<file path="config.mk">
export PLATFORM = sky130hd
export DESIGN_NAME = spi_slave
export DESIGN_NICKNAME = d
export VERILOG_FILES = /design/src/rtl/spi_pkg.sv /design/src/rtl/spi_sync_edge.sv /design/src/rtl/spi_slave.sv
export SDC_FILE = /design/constraint.sdc
export NUM_CORES = 1
export LEC_CHECK = 0
export CORE_UTILIZATION = 45
export CTS_CLUSTER_DIAMETER = 100
export CTS_CLUSTER_SIZE = 12
export DETAILED_ROUTE_END_ITERATION = 7
export PLACE_DENSITY = 0.7
export SYNTH_ARGS = -nofsm -noshare
export SYNTH_HDL_FRONTEND = slang
export SYNTH_SLANG_ARGS = --single-unit
</file>
<file path="constraint.sdc">
create_clock -name clk -period 3.8 [get_ports clk]
set_clock_uncertainty 0.15 [all_clocks]
set_input_delay 0.76 -clock clk [delete_from_list [all_inputs] [get_ports clk]]
set_output_delay 0.76 -clock clk [all_outputs]
set_load 0.05 [all_outputs]
</file>
<file path="src/rtl/spi_pkg.sv">
// spi_pkg: SPI mode encoding, mode helpers and slave FSM states.
package spi_pkg;
  typedef enum logic [1:0] {MODE0, MODE1, MODE2, MODE3} spi_mode_t;
  typedef enum logic [1:0] {IDLE, ACTIVE, DONE} state_t;
  function automatic logic cpol(spi_mode_t m);
    return m[1];
  endfunction
  function automatic logic cpha(spi_mode_t m);
    return m[0];
  endfunction
endpackage

</file>
<file path="src/rtl/spi_sync_edge.sv">
// spi_sync_edge: multi-stage synchronizer producing single-cycle rise/fall strobes.
module spi_sync_edge #(
  parameter int   STAGES  = 2,
  parameter logic RST_VAL = 1'b0
) (
  input  logic clk,
  input  logic rst,
  input  logic d,
  output logic rise,
  output logic fall
);
  logic [STAGES:0] s;
  always_ff @(posedge clk or negedge rst)
    if (!rst) s <= {(STAGES+1){RST_VAL}};
    else s <= {s[STAGES-1:0], d};
  assign rise = s[STAGES-1] & ~s[STAGES];
  assign fall = ~s[STAGES-1] & s[STAGES];
endmodule

</file>
<file path="src/rtl/spi_slave.sv">
// spi_slave: oversampled SPI target, all CPOL/CPHA modes, LSB-first full duplex.
module spi_slave
  import spi_pkg::*;
#(
  parameter int DATA_WIDTH  = 8,
  parameter int SYNC_STAGES = 2
) (
  input  logic                  clk,
  input  logic                  rst,
  input  logic [1:0]            mode,
  input  logic                  SCLK,
  input  logic                  SS,
  input  logic                  MOSI,
  output logic                  MISO,
  output logic                  MISO_oe,
  input  logic [DATA_WIDTH-1:0] snd_data,
  input  logic                  load,
  output logic                  ready,
  output logic [DATA_WIDTH-1:0] rcv_data,
  output logic                  done,
  output logic                  abort,
  output logic                  underrun
);
  localparam int CW = $clog2(DATA_WIDTH + 1);
  localparam logic [CW-1:0] LAST = CW'(DATA_WIDTH - 1);
  state_t                  state;
  spi_mode_t               cur_mode;
  logic [CW-1:0]           bit_cnt;
  logic [DATA_WIDTH-1:0]   tx_buf, tx_shift, rx_nxt;
  logic [DATA_WIDTH-2:0]   rx_shift;
  logic                    tx_full;
  logic [SYNC_STAGES-1:0]  mosi_r;
  logic                    sclk_rise, sclk_fall, ss_rise, ss_fall, lead, trail, shift_en, sample_en;
  spi_sync_edge #(.STAGES(SYNC_STAGES), .RST_VAL(1'b0)) u_sclk (
    .clk(clk), .rst(rst), .d(SCLK), .rise(sclk_rise), .fall(sclk_fall));
  spi_sync_edge #(.STAGES(SYNC_STAGES), .RST_VAL(1'b1)) u_ss (
    .clk(clk), .rst(rst), .d(SS), .rise(ss_rise), .fall(ss_fall));
  always_ff @(posedge clk or negedge rst)
    if (!rst) mosi_r <= '0;
    else mosi_r <= {mosi_r[SYNC_STAGES-2:0], MOSI};
  always_comb begin
    lead      = cpol(cur_mode) ? sclk_fall : sclk_rise;
    trail     = cpol(cur_mode) ? sclk_rise : sclk_fall;
    // CPHA=1 presents bit 0 on the first leading edge, so no shift there
    shift_en  = cpha(cur_mode) ? (lead && bit_cnt != '0) : trail;
    sample_en = cpha(cur_mode) ? trail : lead;
    rx_nxt    = {mosi_r[SYNC_STAGES-1], rx_shift};
  end
  assign MISO  = MISO_oe & tx_shift[0];
  assign ready = ~tx_full;
  always_ff @(posedge clk or negedge rst)
    if (!rst) begin
      state    <= IDLE;
      cur_mode <= MODE0;
      bit_cnt  <= '0;
      tx_buf   <= '0;
      tx_full  <= 1'b0;
      tx_shift <= '0;
      rx_shift <= '0;
      rcv_data <= '0;
      done     <= 1'b0;
      abort    <= 1'b0;
      underrun <= 1'b0;
      MISO_oe  <= 1'b0;
    end else begin
      done     <= 1'b0;
      abort    <= 1'b0;
      underrun <= 1'b0;
      if (load && !tx_full) begin
        tx_buf  <= snd_data;
        tx_full <= 1'b1;
      end
      case (state)
        IDLE: if (ss_fall) begin
          state    <= ACTIVE;
          cur_mode <= spi_mode_t'(mode);
          bit_cnt  <= '0;
          MISO_oe  <= 1'b1;
          tx_full  <= 1'b0;
          tx_shift <= tx_full ? tx_buf : load ? snd_data : '0;
          underrun <= !tx_full && !load;
        end
        ACTIVE: if (ss_rise) begin
          state   <= IDLE;
          abort   <= 1'b1;
          MISO_oe <= 1'b0;
        end else begin
          if (shift_en) tx_shift <= tx_shift >> 1;
          if (sample_en) begin
            rx_shift <= rx_nxt[DATA_WIDTH-1:1];
            bit_cnt  <= bit_cnt + 1'b1;
            if (bit_cnt == LAST) begin
              rcv_data <= rx_nxt;
              done     <= 1'b1;
              state    <= DONE;
            end
          end
        end
        DONE: if (ss_rise) begin
          state   <= IDLE;
          MISO_oe <= 1'b0;
        end
        default: state <= IDLE;
      endcase
    end
endmodule
</file>
==> impl_metrics.toml, run 1 <==
[run_status]
status = "completed"

[cts]
cts_buffers = 5
clockBufferDepth = 2
cts_setup_buffers = 0
ctsRootBufferMaster = "clkbuf_8"
htree_num_levels = 2
clk_pin_slew_ns = 0.09
postCtsHoldBufs = 0
cts_num_sinks = 52
cts_tree = "built"
clock_latency_ns = 0.30
cts_resized = 0

[sta]
hold_violations = 0
setup_viol = 0
period_share_pct = 76.9
tightest_slew_ns = 0.897
holdWs_ns = 0.208
fin_ws_ns = 0.877
slew_headroom_pct = 40.2
tns_ns = 0
drv_slew = 0
fin_crit_ns = 2.92
grt_setup_unrepaired = "false"
max_freq_ghz = 0.342

[worst_setup_path]
regToRegSetupSlack_ns = 0.88
slowest_stage = "o41ai_4"
arrival_ns = 2.96
cp-startpoint = "state[1]"
reg2reg_to = "tx_shift[3]"
crit_path_end_kind = "register"
cp_max_fo = 21
start_kind = "register"
crit_buf_inv = 2
cp_top_family = "compound AO/OA/AOI/OAI gates"
r2r_start = "state[1]"
critical_path.max_stage_delay_ns = 0.71
reg2regPathDepth = 5
crit_required_ns = 3.84
path_class = "register to register"
path_cells = "inv_1, ha_1, clkinv_1, o41ai_4, mux2_2"

[global_routing]
grt_overflow_total = 0
grt_first_pass_wirelength_um = 6630
grt.total_usage_pct = 15.9
grt_max_degree = 42
grt_antenna_before_repair = 0
grt_pass1_vias = 1455

[layout]
drive_gt1_share_pct = 23.3
nFillCells = 448
area_delta_synth_final_pct = 19.9
n_antenna_cell = 0
nets = 240
multi_input_area_sq_mm = 0.00100
seq_area_sq_mm = 0.00131
fin_util_pct = 55.7

[power_and_ir_drop]
power_density_mw_per_mm2 = 670
total_power_uw = 1910
ir_drop_mv = 0.307
p_leak_uw = 0.00123

[die]
die_h_um = 74.6
io_pins = 30
rows = 26
coreArea_sq_mm = 0.00511
die_area_sq_mm = 0.00557
start_util_pct = 46.5
die_w_um = 74.6

[synthesis]
synth_largest_area_cell = "dfrtp_1"
ys_top_cells_by_area = "dfrtp_1 (52%), mux2_2 (16%), dfstp_2 (3.3%)"
synth_edf_count = 0
ys_types = 41
yosysSeqAreaShare_pct = 55.0
synthCells = 187
avgSynthCellArea_sq_um = 12.7
synthFlopType = "dfrtp_1"
synth.most_common_cell = "dfrtp_1"
synth_seq_cells = 52
synth.top_cell.area_share_pct = 51.7
yosys-top-cells-count = "dfrtp_1 (49), mux2_2 (33), inv_1 (9)"
syn_nets = 209
async_reset_ff_share_pct = 100
syn_area_sq_mm = 0.00237
synth_warnings = 0

[route]
drc = 0
wirelength_met1_um = 1830
wl_per_cell_um = 13.5
met3_length_um = 130
drtAntennaViolNets = 0
first_iter_violations = 40
routed_wl_um = 3900
num_vias = 1519
drt_pass1_iterations = 4
top_layer_used = "met4"
routed-wl-met2_um = 1880
vias_per_cell = 5.26

[hold_path]
hp-class = "register to register"
holdPathEnd = "u_sclk.s[1]"
holdCritStartpoint = "u_sclk.s[0]"
holdPathStages = 0

[placement]
dp_worst_setup_slack_ns = 0.906
hpwl_um = 2810
io_buffers = 29
globalplace.congestion = 0.835

[run]
cap_violations = 0
stage by stage:
step	cells	area, sq um
final	289	2850
after global placement	281	2730
after CTS	289	2850
after floorplan	187	2370
after global routing	289	2850
after detailed placement	281	2730
worst reg2reg max path, delay by kind of cell, from the launching register on:
| family | cells | cell delay [ns] |
|---|---|---|
| muxes | 1 | 0.40 |
| AOI/OAI and AO/OA | 1 | 0.72 |
| DFF | 1 | 0.41 |
| buffers and inverters | 2 | 0.57 |
| adders and majority gates | 1 | 0.57 |
registers in the layout, summed over array words and instances (netlist names):
name      flops
abort         1
tx_buf        8
MISO_oe       1
underrun      1
tx_shift      8
done          1
u_ss.s        3
bit_cnt       4
state         2
cur_mode      2
rcv_data      8
rx_shift      7
u_sclk.s      3
tx_full       1
mosi_r        2
per-layer routing:
layer	up-vias	track usage, %
met5	-	0
li1	738	-
met4	0	5.66
met2	23	25.0
met1	752	21.3
met3	6	4.02
worst max path at each step:
| stage | end | slack [ns] | cells past startpoint |
|---|---|---|---|
| detailed placement | tx_shift[3] | 0.91 | 5 |
| global route | tx_shift[0] | 0.68 | 5 |
| CTS | tx_shift[3] | 0.88 | 5 |
| global placement | tx_shift[3] | 0.98 | 5 |
| floorplan | tx_shift[0] | 1.69 | 7 |
| finish | tx_shift[3] | 0.88 | 5 |
final cells by class:
type / count / area share (%)
Clock buffer: 5 / 2.42
Clock inverter: 3 / 1.50
Inverter: 10 / 1.32
Multi-Input combinational cell: 118 / 35.3
Sequential cell: 52 / 45.9
Tap cell: 70 / 3.08
Timing Repair Buffer: 31 / 10.6
logic make-up after synthesis:
| family | Yosys count | synth area share [%] |
|---|---|---|
| AND/OR/NAND/NOR | 40 | 10.1 |
| adder cells (fa/ha/maj) | 6 | 3.16 |
| buffers and inverters | 17 | 2.74 |
| AO/OA/AOI/OAI | 36 | 12.0 |
| XOR/XNOR | 1 | 0.369 |
| multiplexers | 35 | 16.7 |
| flip-flops | 52 | 55.0 |
cells in the final DEF (no fill, tap or decap), types with 6 or more instances in the layout:
cell type        Yosys  routed
mux2_2              33      33
dfrtp_1             49      49
nand2_1              8       8
ha_1                 6       6
inv_1                9       9
clkdlybuf4s50_1      0      28
o21ai_0              8       8
a22oi_1              8       8
report_power, final:
part	total, uW	internal, uW	leakage [uW]	switching (uW)
combinational	692	343	0.000535	349
sequential	845	719	0.000644	125
clock	369	195	0.0000541	174
(Power assumes the default switching activity.)
==> run 2: changes to the inputs <==
clock period = 2.8 ns   (was 3.8 ns; I/O delays follow)
==> run 2 against run 1 <==
Compared with the run above: non-clock buffer count grew 4; first-iteration DRC count grew to 2.9 times the previous value; sequential share of layout area shrank 0.68 points; register-to-register slack lost 0.55 ns; critical path type unchanged.
==> impl_metrics.toml, run 2 (synthesis gave the netlist of run 1 again) <==
[die]
die_area_sq_mm = 0.00557
die_h_um = 74.6
die_w_um = 74.6
io_pins = 30
coreArea_sq_mm = 0.00511
start_util_pct = 46.5
rows = 26

[layout]
n_antenna_cell = 0
layout_commonest_cell = "dfrtp_1"
area_delta_synth_final_pct = 21.7
nFillCells = 447
reg.largest.list = "rcv_data: 8 flops, tx_buf: 8 flops, tx_shift: 8 flops"
final_cell_mix = "dfrtp_1 (49), mux2_2 (33), clkdlybuf4s50_1 (28)"
nets = 244
drive_gt1_share_pct = 24.7

[sta]
tightest_slew_ns = 0.642
setup_viol = 0
period_share_pct = 88.4
hold_violations = 0
max_freq_ghz = 0.404
slew_headroom_pct = 56.9
grt_setup_unrepaired = "false"
fin_crit_ns = 2.48
tns_ns = 0
drv_slew = 0
holdWs_ns = 0.0810

[route]
drtAntennaViolNets = 0
drc = 0
drt_pass1_iterations = 4
first_iter_violations = 114
num_vias = 1548
routed_wl_um = 3880
vias_per_cell = 5.28
wl_per_cell_um = 13.2

[cts]
clk_pin_slew_ns = 0.09
ctsRootBufferMaster = "clkbuf_8"
cts_setup_buffers = 0
cts_num_sinks = 52
clockBufferDepth = 2
cts_tree = "built"
clock_latency_ns = 0.30
postCtsHoldBufs = 0
htree_num_levels = 2
cts_resized = 0
cts_buffers = 5

[worst_setup_path]
slowest_stage = "o41ai_4"
path_cells = "inv_1, ha_1, clkinv_1, o41ai_4, mux2_2"
crit_required_ns = 2.85
start_kind = "register"
cp_max_fo = 8
critical_path.max_stage_delay_ns = 0.70
crit_path_end_kind = "register"
path_class = "register to register"
r2r_start = "state[1]"
cp-startpoint = "state[1]"
arrival_ns = 2.52

[global_routing]
grt_antenna_before_repair = 0
grt_overflow_total = 0
grt.total_usage_pct = 15.9
grt_first_pass_wirelength_um = 6650
grt_pass1_vias = 1420
grt_max_degree = 53

[power_and_ir_drop]
total_power_uw = 2620
p_leak_uw = 0.00126
power_density_mw_per_mm2 = 907
ir_drop_mv = 0.435

[placement]
globalplace.congestion = 0.854
io_buffers = 29
hpwl_um = 2780

[run_status]
status = "completed"

[run]
cap_violations = 0

[hold_path]
hp-class = "primary input to asynchronous set/reset pin"
[run 2: cell types whose count changed in the layout (fill, tap and decap cells not counted), sizes merged]
cell,previous run,this run
buf,3,7
[run 2: per-stage QoR]
step | util, % | instances | setup slack, ns | area, sq um
after floorplan | - | 187 | 0.687 | 2370
after global placement | 54.4 | 285 | 0.424 | 2780
after detailed placement | 54.4 | 285 | 0.322 | 2780
after CTS | 56.5 | 293 | 0.296 | 2890
after global routing | 56.5 | 293 | 0.177 | 2890
final | 56.5 | 293 | 0.324 | 2890
[run 2: path summary, 6_finish.rpt]
check	slack [ns]	depth (start not counted)	to
min in group clk	0.21	0	u_sclk.s[1]
setup / recovery	0.32	5	tx_shift[0]
hold reg to reg	0.21	0	u_sclk.s[1]
max in group asynchronous	2.14	2	u_ss.s[1]
setup reg to reg	0.32	5	tx_shift[0]
hold / removal	0.08	2	rcv_data[3]
[run 2: critical path: cells and delay by family, from the launching register on]
kind | cells | cell delay (ns)
AOI/OAI and AO/OA | 1 | 0.70
buffers and inverters | 2 | 0.42
DFF | 1 | 0.41
muxes | 1 | 0.40
adders and majority gates | 1 | 0.29
[run 2: power breakdown]
part	switching, uW	internal, uW
Combinational	478	490
Sequential	169	976
Clock	243	265
Total	890	1730
[run 2: per-layer routing]
layer  vias up  GRT usage (%)  wire [um]
met2        26           24.7       1820
met5         -              0          0
met1       768           21.5       1860
met4         0           6.50         65
li1        748              -          -
met3         6           3.88        128
[run 2: layout make-up]
| cell class | instances | area (sq um) | area share, % |
|---|---|---|---|
| Sequential cell | 52 | 1310 | 45.2 |
| Multi-Input combinational cell | 118 | 1000 | 34.7 |
| Timing Repair Buffer | 35 | 343 | 11.9 |
| Tap cell | 70 | 87.6 | 3.03 |
| Clock buffer | 5 | 68.8 | 2.38 |
| Clock inverter | 3 | 42.5 | 1.47 |
| Inverter | 10 | 37.5 | 1.30 |
==> run 3: changes to the inputs <==
SETUP_SLACK_MARGIN = 0.5   (was unset)
==> run 3 against run 2 <==
Compared with the run above: routed wire length rose by 0.88%; non-clock buffer count grew 1; critical path type is now register to primary output; total power is essentially flat; die area is the same; hold slack hardly changed; sequential power about the same; sequential share of layout area decreased by 0.16 points; via count grew 0.26%; clock-buffer cell count is the same; largest power group unchanged.
==> impl_metrics.toml, run 3 (synthesis gave the netlist of run 1 again) <==
[global_routing]
grt_first_pass_wirelength_um = 6660
grt_pass1_vias = 1421
grt_antenna_before_repair = 0
grt_overflow_total = 0
grt.total_usage_pct = 15.9
grt_max_degree = 53

[die]
io_pins = 30
die_w_um = 74.6
rows = 26
die_area_sq_mm = 0.00557
coreArea_sq_mm = 0.00511
die_h_um = 74.6
start_util_pct = 46.5

[worst_setup_path]
crit_path_end_kind = "primary output"
crit_buf_inv = 1
regToRegSetupSlack_ns = 0.60
arrival_ns = 1.52
start_kind = "register"
slowest_stage = "clkdlybuf4s50_1"
cp_max_fo = 4
cp_top_family = "buffers and inverters"
crit_required_ns = 2.09
critical_path.max_stage_delay_ns = 0.82
path_class = "register to primary output"
path_cells = "clkdlybuf4s50_1"

[layout]
nets = 245
postLayoutCellArea_sq_mm = 0.00290
n_antenna_cell = 0
final_cell_mix = "dfrtp_1 (49), mux2_2 (33), clkdlybuf4s50_1 (26)"
drive_gt1_share_pct = 25.9
reg.largest.list = "rcv_data: 8 flops, tx_buf: 8 flops, tx_shift: 8 flops"
layout_commonest_cell = "dfrtp_1"
area_delta_synth_final_pct = 22.1
fin_util_pct = 56.7

[route]
drc = 0
vias_per_cell = 5.28
routed_wl_um = 3910
num_vias = 1552
drt_pass1_iterations = 4
first_iter_violations = 98
wl_per_cell_um = 13.3
drtAntennaViolNets = 0

[sta]
drv_slew = 0
period_share_pct = 79.8
tns_ns = 0
hold_violations = 0
grt_setup_unrepaired = "false"
setup_viol = 0
holdWs_ns = 0.0811
fin_crit_ns = 2.23
tightest_slew_ns = 0.579
max_freq_ghz = 0.448
slew_headroom_pct = 61.2

[power_and_ir_drop]
p_leak_uw = 0.00127
total_power_uw = 2620
power_density_mw_per_mm2 = 905
ir_drop_mv = 0.435

[cts]
clk_pin_slew_ns = 0.09
cts_buffers = 5
htree_num_levels = 2
clock_latency_ns = 0.30
clockBufferDepth = 2
cts_num_sinks = 52
cts_tree = "built"
ctsRootBufferMaster = "clkbuf_8"

[placement]
dpl_cell_area_sq_mm = 0.00278
globalplace.congestion = 0.854
hpwl_um = 2780
io_buffers = 29

[hold_path]
hp-class = "primary input to asynchronous set/reset pin"

[run]
cap_violations = 0

[run_status]
status = "completed"
-- run 3: path summary, 6_finish.rpt --
kind	from	endpoint	depth (start not counted)
worst min-delay path	rst	rcv_data[3]	2
worst max-delay path	MISO_oe	MISO_oe	1
worst min register to register	u_sclk.s[0]	u_sclk.s[1]	0
min in group clk	u_sclk.s[0]	u_sclk.s[1]	0
max in group asynchronous	rst	u_ss.s[1]	2
worst max register to register	cur_mode[1]	rcv_data[3]	5
-- run 3: layout make-up --
class | instances | area [sq um]
clock buffers | 5 | 68.8
clock inverters | 3 | 42.5
fillers | 446 | 2210
inverters | 10 | 40.0
multi-input cells | 118 | 1010
flip-flops and latches | 52 | 1310
well taps | 70 | 87.6
repair buffers | 36 | 348
-- run 3: metrics by stage --
stage / instances / setup WS (ns)
after floorplan: 187 / 0.687
after global placement: 285 / 0.424
after detailed placement: 285 / 0.322
after CTS: 293 / 0.480
after global routing: 294 / 0.492
final: 294 / 0.567
-- run 3: layer usage --
| layer | up-vias | track usage [%] | share of wire, % |
|---|---|---|---|
| met5 | - | 0 | 0 |
| met4 | 0 | 6.50 | 1.6 |
| met3 | 6 | 3.88 | 4.1 |
| met2 | 33 | 24.7 | 47 |
| met1 | 764 | 21.5 | 47 |
| li1 | 749 | - | - |
-- run 3: repair_timing --
item / CTS / global route
hold buffers: 0 / 0
gates resized for setup: 3 / 2
setup buffers: 0 / 1
cloned: 0 / 0
pin swaps: 2 / 2
setup endpoints to repair: 11 / 16
-- run 3: power by group --
part | internal, uW | total, uW | switching, uW | leakage (uW)
sequential | 976 | 1150 | 171 | 0.000644
combinational | 483 | 966 | 483 | 0.000573
clock | 265 | 508 | 244 | 0.0000541
total | 1720 | 2620 | 897 | 0.00127
